===== config.mk =====
export PLATFORM = sky130hd
export DESIGN_NAME = hilo_fwd_file_flat
export DESIGN_NICKNAME = d
export VERILOG_FILES = /design/src/rtl/hilo_fwd_if.sv /design/src/rtl/hilo_fwd_file.sv /design/src/flat_wrapper.sv
export SDC_FILE = /design/constraint.sdc
export NUM_CORES = 1
export LEC_CHECK = 0
export BUFFER_PORTS_ARGS = -buffer_cell sky130_fd_sc_hd__buf_2
export CAP_MARGIN = 40
export CORE_ASPECT_RATIO = 0.7
export CORE_MARGIN = 10
export CORE_UTILIZATION = 30
export CTS_CLUSTER_DIAMETER = 50
export CTS_CLUSTER_SIZE = 12
export DETAILED_ROUTE_END_ITERATION = 8
export SLEW_MARGIN = 10
export SYNTH_ARGS = -nofsm -noshare
export SYNTH_HDL_FRONTEND = slang
export SYNTH_SLANG_ARGS = --single-unit
export TNS_END_PERCENT = 20

===== constraint.sdc =====
create_clock -name clk -period 3.3 [get_ports clk]
set_clock_uncertainty 0.05 [all_clocks]
set_input_delay 0.165 -clock clk [delete_from_list [all_inputs] [get_ports clk]]
set_output_delay 0.165 -clock clk [all_outputs]
set_load 0.005 [all_outputs]

===== src/rtl/hilo_fwd_if.sv =====
// HI/LO forwarding file bus: EX-stage read/write flags and data, pipeline
// control, forwarded read data and architectural HI/LO visibility.
interface hilo_fwd_if #(
  parameter int DW = 32
);
  logic [2:0]    ex_rd_flag;
  logic [2:0]    ex_wr_flag;
  logic [DW-1:0] ex_wr_hi;
  logic [DW-1:0] ex_wr_lo;
  logic          stall;
  logic          flush;
  logic [DW-1:0] ex_rd_data;
  logic [DW-1:0] hi_o;
  logic [DW-1:0] lo_o;
  logic          m_pending;
  logic          w_pending;

  // Pipeline side: drives flags/data/control, observes results.
  modport master (
    output ex_rd_flag, ex_wr_flag, ex_wr_hi, ex_wr_lo, stall, flush,
    input  ex_rd_data, hi_o, lo_o, m_pending, w_pending
  );

  // Register file side.
  modport slave (
    input  ex_rd_flag, ex_wr_flag, ex_wr_hi, ex_wr_lo, stall, flush,
    output ex_rd_data, hi_o, lo_o, m_pending, w_pending
  );
endinterface


===== src/rtl/hilo_fwd_file.sv =====
// HI/LO register file with an M/W write pipeline and same-cycle read
// forwarding for EX-stage MFHI/MFLO. Each half (HI, LO) is forwarded
// independently so partial writes (MTHI/MTLO) resolve from the youngest
// entry that actually writes that half.
module hilo_fwd_file #(
  parameter int DW = 32
) (
  input  logic        clk,
  input  logic        resetn,
  hilo_fwd_if.slave   bus
);

  typedef struct packed {
    logic          valid;
    logic          hi_en;
    logic          lo_en;
    logic [DW-1:0] hi;
    logic [DW-1:0] lo;
  } ent_t;

  // A flag is a real write only when active and at least one half is selected.
  function automatic logic flag_wr_valid(input logic [2:0] f);
    return f[2] & (f[1] | f[0]);
  endfunction

  ent_t          ex_ent_s;
  ent_t          m_q, m_d;
  ent_t          w_q, w_d;
  logic [DW-1:0] hi_q, hi_d;
  logic [DW-1:0] lo_q, lo_d;
  logic [DW-1:0] fwd_hi_s;
  logic [DW-1:0] fwd_lo_s;
  logic [DW-1:0] rd_data_s;

  // Build the EX write entry; non-writes become an all-zero bubble.
  always_comb begin
    ex_ent_s = '0;
    if (flag_wr_valid(bus.ex_wr_flag)) begin
      ex_ent_s.valid = 1'b1;
      ex_ent_s.hi_en = bus.ex_wr_flag[1];
      ex_ent_s.lo_en = bus.ex_wr_flag[0];
      ex_ent_s.hi    = bus.ex_wr_hi;
      ex_ent_s.lo    = bus.ex_wr_lo;
    end else begin
      ex_ent_s = '0;
    end
  end

  // Advance the M/W pipeline: flush kills M and EX, stall holds M and bubbles W.
  always_comb begin
    m_d = m_q;
    w_d = w_q;
    if (bus.flush) begin
      m_d = '0;
      w_d = '0;
    end else if (bus.stall) begin
      m_d = m_q;
      w_d = '0;
    end else begin
      m_d = ex_ent_s;
      w_d = m_q;
    end
  end

  // Commit the W entry into the architectural registers, per enabled half.
  always_comb begin
    hi_d = hi_q;
    lo_d = lo_q;
    if (w_q.valid && w_q.hi_en) begin
      hi_d = w_q.hi;
    end else begin
      hi_d = hi_q;
    end
    if (w_q.valid && w_q.lo_en) begin
      lo_d = w_q.lo;
    end else begin
      lo_d = lo_q;
    end
  end

  // Forward each half from the youngest pending writer, else architectural state.
  always_comb begin
    fwd_hi_s = hi_q;
    fwd_lo_s = lo_q;
    if (m_q.valid && m_q.hi_en) begin
      fwd_hi_s = m_q.hi;
    end else if (w_q.valid && w_q.hi_en) begin
      fwd_hi_s = w_q.hi;
    end else begin
      fwd_hi_s = hi_q;
    end
    if (m_q.valid && m_q.lo_en) begin
      fwd_lo_s = m_q.lo;
    end else if (w_q.valid && w_q.lo_en) begin
      fwd_lo_s = w_q.lo;
    end else begin
      fwd_lo_s = lo_q;
    end
  end

  // Select the read half; an inactive read flag returns zero.
  always_comb begin
    rd_data_s = '0;
    if (bus.ex_rd_flag[2]) begin
      if (bus.ex_rd_flag[1]) begin
        rd_data_s = fwd_hi_s;
      end else begin
        rd_data_s = fwd_lo_s;
      end
    end else begin
      rd_data_s = '0;
    end
  end

  // State registers; reset discards any pending M/W writes.
  always_ff @(posedge clk or negedge resetn) begin
    if (!resetn) begin
      m_q  <= '0;
      w_q  <= '0;
      hi_q <= '0;
      lo_q <= '0;
    end else begin
      m_q  <= m_d;
      w_q  <= w_d;
      hi_q <= hi_d;
      lo_q <= lo_d;
    end
  end

  assign bus.ex_rd_data = rd_data_s;
  assign bus.hi_o       = hi_q;
  assign bus.lo_o       = lo_q;
  assign bus.m_pending  = m_q.valid;
  assign bus.w_pending  = w_q.valid;

endmodule

===== src/flat_wrapper.sv =====
// flat-port wrapper written by rule: the top's interface ports become plain ports
module hilo_fwd_file_flat 
#(
  parameter int DW = 32
)
  (clk, resetn, bus_ex_rd_flag, bus_ex_wr_flag, bus_ex_wr_hi, bus_ex_wr_lo, bus_stall, bus_flush, bus_ex_rd_data, bus_hi_o, bus_lo_o, bus_m_pending, bus_w_pending);
  hilo_fwd_if #(.DW(DW)) bus_i ();
  input  logic clk;
  input  logic resetn;
  input wire logic [$bits(bus_i.ex_rd_flag)-1:0] bus_ex_rd_flag;
  input wire logic [$bits(bus_i.ex_wr_flag)-1:0] bus_ex_wr_flag;
  input wire logic [$bits(bus_i.ex_wr_hi)-1:0] bus_ex_wr_hi;
  input wire logic [$bits(bus_i.ex_wr_lo)-1:0] bus_ex_wr_lo;
  input wire logic [$bits(bus_i.stall)-1:0] bus_stall;
  input wire logic [$bits(bus_i.flush)-1:0] bus_flush;
  output wire logic [$bits(bus_i.ex_rd_data)-1:0] bus_ex_rd_data;
  output wire logic [$bits(bus_i.hi_o)-1:0] bus_hi_o;
  output wire logic [$bits(bus_i.lo_o)-1:0] bus_lo_o;
  output wire logic [$bits(bus_i.m_pending)-1:0] bus_m_pending;
  output wire logic [$bits(bus_i.w_pending)-1:0] bus_w_pending;
  assign bus_i.ex_rd_flag = bus_ex_rd_flag;
  assign bus_i.ex_wr_flag = bus_ex_wr_flag;
  assign bus_i.ex_wr_hi = bus_ex_wr_hi;
  assign bus_i.ex_wr_lo = bus_ex_wr_lo;
  assign bus_i.stall = bus_stall;
  assign bus_i.flush = bus_flush;
  assign bus_ex_rd_data = bus_i.ex_rd_data;
  assign bus_hi_o = bus_i.hi_o;
  assign bus_lo_o = bus_i.lo_o;
  assign bus_m_pending = bus_i.m_pending;
  assign bus_w_pending = bus_i.w_pending;
  hilo_fwd_file #(.DW(DW)) u_core (.clk(clk), .resetn(resetn), .bus(bus_i));
endmodule

==> results.toml, run 1 <==
[run_status]
status = "finished, final reports clean"

[sta]
timing.final.hold_violations = 0
worst_slack_ps = 646
grt_setup_unrepaired = "no"
slew_headroom = 0.421
slew_viol_final = 0
fin_hold_ws_ps = 283
setup_viol = 0
fin_setup_tns_ps = 0
fin_crit_sh = 0.804
post-route-min-period_ps = 2650
worst_pin_slew_ps = 869
fmax_mhz = 377

[worst_hold_path]
holdCritPathClass = "input port to asynchronous set/reset pin"

[setup_path]
slowest_delay_ps = 580
worstPathArrival_ps = 2440
crit_chain = "buf_4, and3_1, a211oi_2, o22ai_1, buf_2"
crit_type = "flip-flop to output pin"
worstPathRequired_ps = 3080
cpMaxStageDelayCell = "dfrtp_2"
startpoint_type = "flip-flop"
critPathMaxFanout = 56
crit_path_end_kind = "output pin"

[cells_and_area]
layout_common_cells = "197 x dfrtp_1, 169 x buf_2, 68 x and2_1, 67 x dlygate4sd3_1, 66 x a22o_1"
stdcell_area_um2 = 10900
final_common_cell = "dfrtp_1"
final_core_util = 0.392
multiInputGateArea_um2 = 3130
drive_above_1_share = 0.279
regArea_um2 = 4960
nNetsFinal = 980
synthToLayoutAreaGrowth_pct = 28.9
fillers = 2677
antenna_cells = 0

[drt]
wire_per_inst_um = 21.6
firstDrtPassIters = 4
drt-initial-drc-count = 407
num_vias = 6605
route.detailed.drc = 0
ant_nets = 0
totalWireLength_um = 27900
viasPerCell = 5.12

[power]
p_sw_frac = 0.250
clock_power_share = 0.441
combPwrFrac = 0.062
p_leak_nw = 6.06
cellInternalPower_mw = 3.75
peakVddDrop_mv = 0.336
power.density_nw_per_um2 = 459
power.net_switching_mw = 1.25
seqPwrFrac = 0.497

[floorplan]
die_y_um = 160
coreArea_um2 = 27800
dieWidth_um = 221
io_pins = 172
start_util = 0.304
rows = 51
die_area_um2 = 35400

[placed_design]
placed_cell_area_um2 = 9610
gp_congestion = 0.723
dp_slack_ps = 1110
dpl.hpwl_um = 17000
io_buffer_count = 170

[clock_tree]
cts_buffer_depth = 2
cts_made_buffers = 17
clock_latency_ps = 440
numClockSinks = 198
cts_tree = "built"
cts.clk_slew.worst_paths_ps = 80
clockRootBuffer = "clkbuf_16"
htreeDepth = 4

[synth]
yosys.area_share.adder = 0
syn-num-nets = 772
mappedNetlistArea_um2 = 8450
synth.top_cell.area_share = 0.586
synth_top_family_by_area = "compound AO/OA/AOI/OAI gates"
syn_area_per_cell_um2 = 12.1
synth_compound_area_frac = 0.262
netlist.top_cell.by_area = "dfrtp_1"
ys_warn_count = 0
synth-xor-area-share = 0
synthMuxAreaShare = 0
ys_ff_latch = 198
yosysSeqAreaShare = 0.586
synth_area_leaders = "dfrtp_1 59%, a22o_1 6.8%, a21o_1 5.8%"
synth_cell_types = 22
postSynthCellCount = 698
yosys.area_share.simple = 0.106

[global_routing]
grt.overflow.total = 0
grt_pass1_vias = 6838
grt_max_degree = 86
antenna_found_initial = 0
grt.total_usage = 0.158
grt_pass1_wl_um = 42900

[flow_run]
drv_cap = 0
[metal layers]
layer / track usage / routed length [um]
met1: 0.211 / 12700
met2: 0.248 / 13000
met4: 0.0398 / 350
met5: 0 / 0
met3: 0.0437 / 1930
[worst max-delay path, delay by kind of cell, from the launching register on]
kind	cells	cell delay (ps)
AO/OA/AOI/OAI	2	350
buffers and inverters	2	760
flip-flops	1	580
AND/OR/NAND/NOR	1	300
[cells in the mapped netlist]
cell / count
and3_1: 64
o21ai_0: 64
and2b_1: 1
a211oi_2: 28
nand2_1: 2
nand2_4: 2
nor2b_2: 1
clkbuf_1: 22
clkbuf_2: 8
dfrtp_1: 198
buf_4: 6
a21o_1: 65
o21ai_1: 1
nor3_2: 1
a211oi_1: 36
buf_1: 1
buf_6: 11
o22ai_1: 32
buf_2: 18
a22o_1: 66
and2_1: 70
nor2_1: 1
[final timing paths]
path | cells after the start | slack, ps | from | end
worst min register to register | 1 | 460 | u_core.bus.hi_o[1] | u_core.bus.hi_o[1]
worst max register to register | 3 | 1570 | u_core.bus.w_pending | u_core.bus.lo_o[19]
worst max-delay path | 5 | 650 | u_core.bus.w_pending | bus_ex_rd_data[3]
max in group asynchronous | 3 | 2050 | resetn | u_core.bus.w_pending
worst min-delay path | 2 | 280 | resetn | u_core.m_q[39]
min in group clk | 3 | 300 | bus_flush | u_core.m_q[44]
[power groups by stage]
stage / clock network, mW / registers (mW) / logic, mW
2_1_floorplan: 0 / 2.52 / 0.101
3_3_place_gp: 0 / 2.53 / 0.255
3_5_place_dp: 0 / 2.53 / 0.257
4_1_cts: 2.26 / 2.48 / 0.319
5_1_grt: 2.37 / 2.49 / 0.346
6_report: 2.20 / 2.49 / 0.312
[metrics by stage]
stage | total power, mW | std cells
2_1_floorplan | 2.63 | 698
3_3_place_gp | 2.79 | 1190
3_5_place_dp | 2.79 | 1191
4_1_cts | 5.07 | 1290
5_1_grt | 5.21 | 1290
6_report | 5.00 | 1290
[cell families (layout without fill, tap and decap cells)]
logic type | Yosys count | after routing
AOI/OAI and AO/OA | 292 | 292
DFF | 198 | 198
and+or+nand+nor | 142 | 142
buffers and inverters | 66 | 287
[layout make-up]
| cell class | instances | share of cell area |
|---|---|---|
| Clock inverter | 15 | 0.0172 |
| Tap cell | 371 | 0.0426 |
| Clock buffer | 17 | 0.0391 |
| Sequential cell | 198 | 0.455 |
| Timing Repair Buffer | 255 | 0.159 |
| Multi-Input combinational cell | 434 | 0.288 |
[repair_timing]
item                                    4_1_cts  5_1_grt
buffers inserted                              0        0
endpoints found under the hold margin       149        0
endpoints found under the setup margin        0        0
gates resized for setup                       0        0
hold buffers                                 67        0
[sequential cells by signal, summed over array words and instances (netlist names)]
name / count
u_core.w_q: 66
u_core.bus.w_pending: 1
u_core.bus.lo_o: 32
u_core.bus.hi_o: 32
u_core.m_q: 66
u_core.bus.m_pending: 1
No activity file was read; power rests on OpenSTA's default activity.
==> inputs of run 2 (changes only) <==
Clock period 3.3 ns to 2.3 ns, I/O delays scaled along.
==> run 2 against run 1 <==
Against the previous run:
- flip-flop and latch count is the same
- cell count grew 0.62%
- clock power grew 36%
- count of clock-buffer cells in the layout grew 4
- first-iteration DRC count grew 2.7%
==> results.toml, run 2 (synthesis results as in run 1) <==
[drt]
wl_met1_um = 13000
viasPerCell = 5.06
firstDrtPassIters = 5
wl_met2_um = 12500
wire_per_inst_um = 21.2
num_vias = 6568
route.detailed.drc = 0
drt-initial-drc-count = 418
wl_met3_um = 1580
ant_nets = 0
top_layer = "met4"
totalWireLength_um = 27600

[cells_and_area]
final_common_cell = "dfrtp_1"
stdcell_area_um2 = 11000
nNetsFinal = 988
drive_above_1_share = 0.285
reg.largest.list = "u_core.m_q (66), u_core.w_q (66)"
layout_common_cells = "197 x dfrtp_1, 169 x buf_2, 68 x and2_1, 67 x dlygate4sd3_1, 66 x a22o_1"
synthToLayoutAreaGrowth_pct = 30.0
regArea_um2 = 4960
multiInputGateArea_um2 = 3130
antenna_cells = 0
fillers = 2665

[sta]
fin_crit_sh = 0.956
slew_viol_final = 0
slew_headroom = 0.455
post-route-min-period_ps = 2200
setup_viol = 0
timing.final.hold_violations = 0
grt_setup_unrepaired = "yes"
fmax_mhz = 455
worst_pin_slew_ps = 818
worst_slack_ps = 102

[setup_path]
worstPathArrival_ps = 2030
crit_chain = "and2_2, buf_4, a211oi_1, o22ai_1, buf_2"
rr_startpoint = "u_core.bus.w_pending"
crit_path_end_kind = "output pin"
slowest_delay_ps = 440
cpMaxStageDelayCell = "dfrtp_1"
cp-startpoint = "u_core.bus.m_pending"
startpoint_type = "flip-flop"
critPathMaxFanout = 17
worstPathRequired_ps = 2130
crit_type = "flip-flop to output pin"

[clock_tree]
cts_tree = "built"
htreeDepth = 4
clock_latency_ps = 440
numClockSinks = 198
cts_buffer_depth = 2
cts_made_buffers = 17
clockRootBuffer = "clkbuf_16"
cts.clk_slew.worst_paths_ps = 80
post_cts_buffers = 0

[power]
power.density_nw_per_um2 = 640
p_leak_nw = 6.12
combPwrFrac = 0.065
clock_power_share = 0.427
cellInternalPower_mw = 5.29
seqPwrFrac = 0.507
power.net_switching_mw = 1.74
p_sw_frac = 0.248
peakVddDrop_mv = 0.442

[global_routing]
grt_max_degree = 68
grt_pass1_vias = 6894
grt_pass1_wl_um = 42500
grt.total_usage = 0.156
antenna_found_initial = 0
grt.overflow.total = 0

[placed_design]
gp_congestion = 0.741
io_buffer_count = 170
dpl.hpwl_um = 17400
placed_cell_area_um2 = 9730
dp_slack_ps = 525

[floorplan]
die_y_um = 160
start_util = 0.304
io_pins = 172
coreArea_um2 = 27800
dieWidth_um = 221
die_area_um2 = 35400
rows = 51

[flow_run]
drv_cap = 0

[run_status]
status = "finished, final reports clean"

[worst_hold_path]
holdCritPathClass = "input port to asynchronous set/reset pin"
run 2: cell types whose count changed in the layout (fill, tap and decap cells not counted), sizes merged:
cell	delta
buf	+8
bufinv	-2
clkinv	-2
clkbuf	+4
run 2: final timing paths:
check / slack, ps / cells past startpoint / end
hold reg to reg: 460 / 1 / u_core.w_q[48]
hold / removal: 180 / 2 / u_core.w_q[40]
min in group clk: 230 / 4 / u_core.w_q[44]
setup reg to reg: 950 / 3 / u_core.bus.lo_o[14]
setup / recovery: 100 / 5 / bus_ex_rd_data[0]
max in group asynchronous: 1360 / 3 / u_core.w_q[21]
run 2: through the flow:
stage               hold slack, ps  TNS [ps]  std cells  power [mW]   util
floorplan                     -231         0        698        3.77      -
global placement               106         0       1198        4.01  0.349
detailed placement             107         0       1199        4.01  0.350
CTS                            183         0       1298        7.12  0.396
global route                   222     -38.3       1298        7.31  0.396
finish                         184         0       1298        7.03  0.396
run 2: final cells by class:
type | count | share of cell area
Timing Repair Buffer | 263 | 0.168
Tap cell | 371 | 0.0422
Clock buffer | 21 | 0.0437
Sequential cell | 198 | 0.451
Clock inverter | 11 | 0.00957
Multi-Input combinational cell | 434 | 0.285
run 2: power groups by stage:
stage,registers (mW),clock network [mW],logic (mW)
floorplan,3.62,0,0.145
global placement,3.63,0,0.373
detailed placement,3.63,0,0.376
CTS,3.56,3.09,0.466
global route,3.57,3.23,0.510
finish,3.57,3.00,0.459
run 2: worst max-delay path, delay by kind of cell, from the launching register on:
family	cells	cell delay [ps]
compound gates	2	560
flops	1	440
buf+inv	2	390
simple gates	1	200
run 2: repair_timing:
action                     CTS  global route
hold buffers                67             0
gates resized for setup      0             2
hold endpoints to repair   121             0
setup endpoints to repair    0             9
run 2: per-layer routing:
layer | global-route usage | up-vias
met4 | 0.0472 | 0
met3 | 0.0400 | 22
met1 | 0.215 | 3328
li1 | - | 3035
met5 | 0 | -
met2 | 0.236 | 183
==> inputs of run 3 (changes only) <==
Clock period 2.3 ns to 2.8 ns, I/O delays scaled along.
==> run 3 against run 2 <==
Against the previous run:
- core utilization shrank 0.21 points
- die area stayed put
- first-iteration DRC count up 0.24%
- routed wire length grew 0.20%
- count of clock-buffer cells in the layout decreased by 4
- combinational power is 19% lower
- non-clock buffer count is 2 lower
- total power down 18%
- global-route usage increased by 0.18 points
- critical path depth unchanged
- flip-flop and latch count unchanged
- clock power is 17% lower
- largest cell class unchanged
- highest routed layer unchanged
==> results.toml, run 3 (synthesis results as in run 1) <==
[run_status]
status = "finished, final reports clean"

[drt]
num_vias = 6528
firstDrtPassIters = 4
drt-initial-drc-count = 419
wire_per_inst_um = 21.3
ant_nets = 0
viasPerCell = 5.04
totalWireLength_um = 27600
route.detailed.drc = 0

[placed_design]
dpl.hpwl_um = 17700
io_buffer_count = 170
gp_congestion = 0.757

[clock_tree]
clock_latency_ps = 440
holdBufCountCts = 67
numClockSinks = 198
clockRootBuffer = "clkbuf_16"
cts_tree = "built"
cts_made_buffers = 17
cts_buffer_depth = 2
cts.clk_slew.worst_paths_ps = 80
post_cts_buffers = 0
htreeDepth = 4
postCtsResizedCells = 0

[sta]
grt_setup_unrepaired = "no"
fmax_mhz = 423
post-route-min-period_ps = 2360
setup_viol = 0
fin_setup_tns_ps = 0
worst_pin_slew_ps = 701
fin_crit_sh = 0.844
slew_viol_final = 0
slew_headroom = 0.533
timing.final.hold_violations = 0

[setup_path]
crit_chain = "buf_4, and3_1, a211oi_1, o22ai_1, buf_2"
crit_type = "flip-flop to output pin"
crit_path_end_kind = "output pin"
critPathMaxFanout = 33
worstPathArrival_ps = 2170
slowest_delay_ps = 570
cpMaxStageDelayCell = "dfrtp_2"
worstPathRequired_ps = 2610
startpoint_type = "flip-flop"

[power]
p_leak_nw = 6.10
p_sw_frac = 0.251
seqPwrFrac = 0.507
combPwrFrac = 0.064
peakVddDrop_mv = 0.391
power.density_nw_per_um2 = 529
clock_power_share = 0.429
cellInternalPower_mw = 4.33
p_total_mw = 5.78
power.net_switching_mw = 1.45

[global_routing]
grt_pass1_vias = 6768
grt.total_usage = 0.158
grt_max_degree = 83
grt.overflow.total = 0
grt_pass1_wl_um = 43000
antenna_found_initial = 0

[cells_and_area]
final_common_cell = "dfrtp_1"
layout_common_cells = "197 x dfrtp_1, 169 x buf_2, 68 x and2_1, 67 x dlygate4sd3_1, 66 x a22o_1"
nNetsFinal = 986
reg.largest.list = "u_core.m_q (66), u_core.w_q (66)"
synthToLayoutAreaGrowth_pct = 29.3
drive_above_1_share = 0.283
antenna_cells = 0

[floorplan]
die_area_um2 = 35400
start_util = 0.304
io_pins = 172
rows = 51
dieWidth_um = 221
coreArea_um2 = 27800
die_y_um = 160

[worst_hold_path]
holdCritPathClass = "input port to flip-flop"

[flow_run]
drv_cap = 0
-- run 3: power groups by stage --
stage	registers (mW)	logic [mW]	clock network, mW
4_1_cts	2.93	0.379	2.56
5_1_grt	2.94	0.415	2.68
3_5_place_dp	2.99	0.305	0
2_1_floorplan	2.98	0.119	0
6_report	2.93	0.371	2.48
3_3_place_gp	2.98	0.303	0
-- run 3: per-stage QoR --
stage	util	std cells	hold WS (ps)	instance area, um^2	worst slack [ps]
6_report	0.394	1296	203	10900	436
5_1_grt	0.394	1296	199	10900	273
4_1_cts	0.394	1296	190	10900	405
3_5_place_dp	0.349	1197	204	9670	901
3_3_place_gp	0.348	1196	193	9650	880
2_1_floorplan	-	698	-206	8450	1470
-- run 3: layout make-up --
class                      instances  area, um^2
clock buffer                      17         425
sequential                       198        4960
fill                            2657       16800
multi-input combinational        434        3130
timing repair buffer             261        1790
tap                              371         464
clock inverter                    15         159
-- run 3: layer usage --
layer,GRT usage,up-vias,part of all wire
met3,0.0396,17,0.058
met2,0.247,173,0.47
li1,-,3023,-
met5,0,-,0
met1,0.215,3315,0.46
met4,0.0364,0,0.0099
-- run 3: worst paths after layout --
path                            depth (start not counted)                   to                  from  slack (ps)
worst max-delay path                                    5    bus_ex_rd_data[2]  u_core.bus.w_pending         440
worst min-delay path                                    3       u_core.w_q[45]             bus_stall         200
worst max register to register                          3  u_core.bus.lo_o[20]  u_core.bus.w_pending        1300
worst min register to register                          1       u_core.w_q[18]        u_core.m_q[18]         450
max in group asynchronous                               3        u_core.w_q[1]                resetn        1610
min in group asynchronous                               2       u_core.m_q[40]                resetn         250
-- run 3: worst max-delay path, delay by kind of cell (launching register included) --
kind / cells / cell delay [ps]
buffers and inverters: 2 / 570
AND/OR/NAND/NOR: 1 / 240
flip-flops: 1 / 570
AO/OA/AOI/OAI: 2 / 330
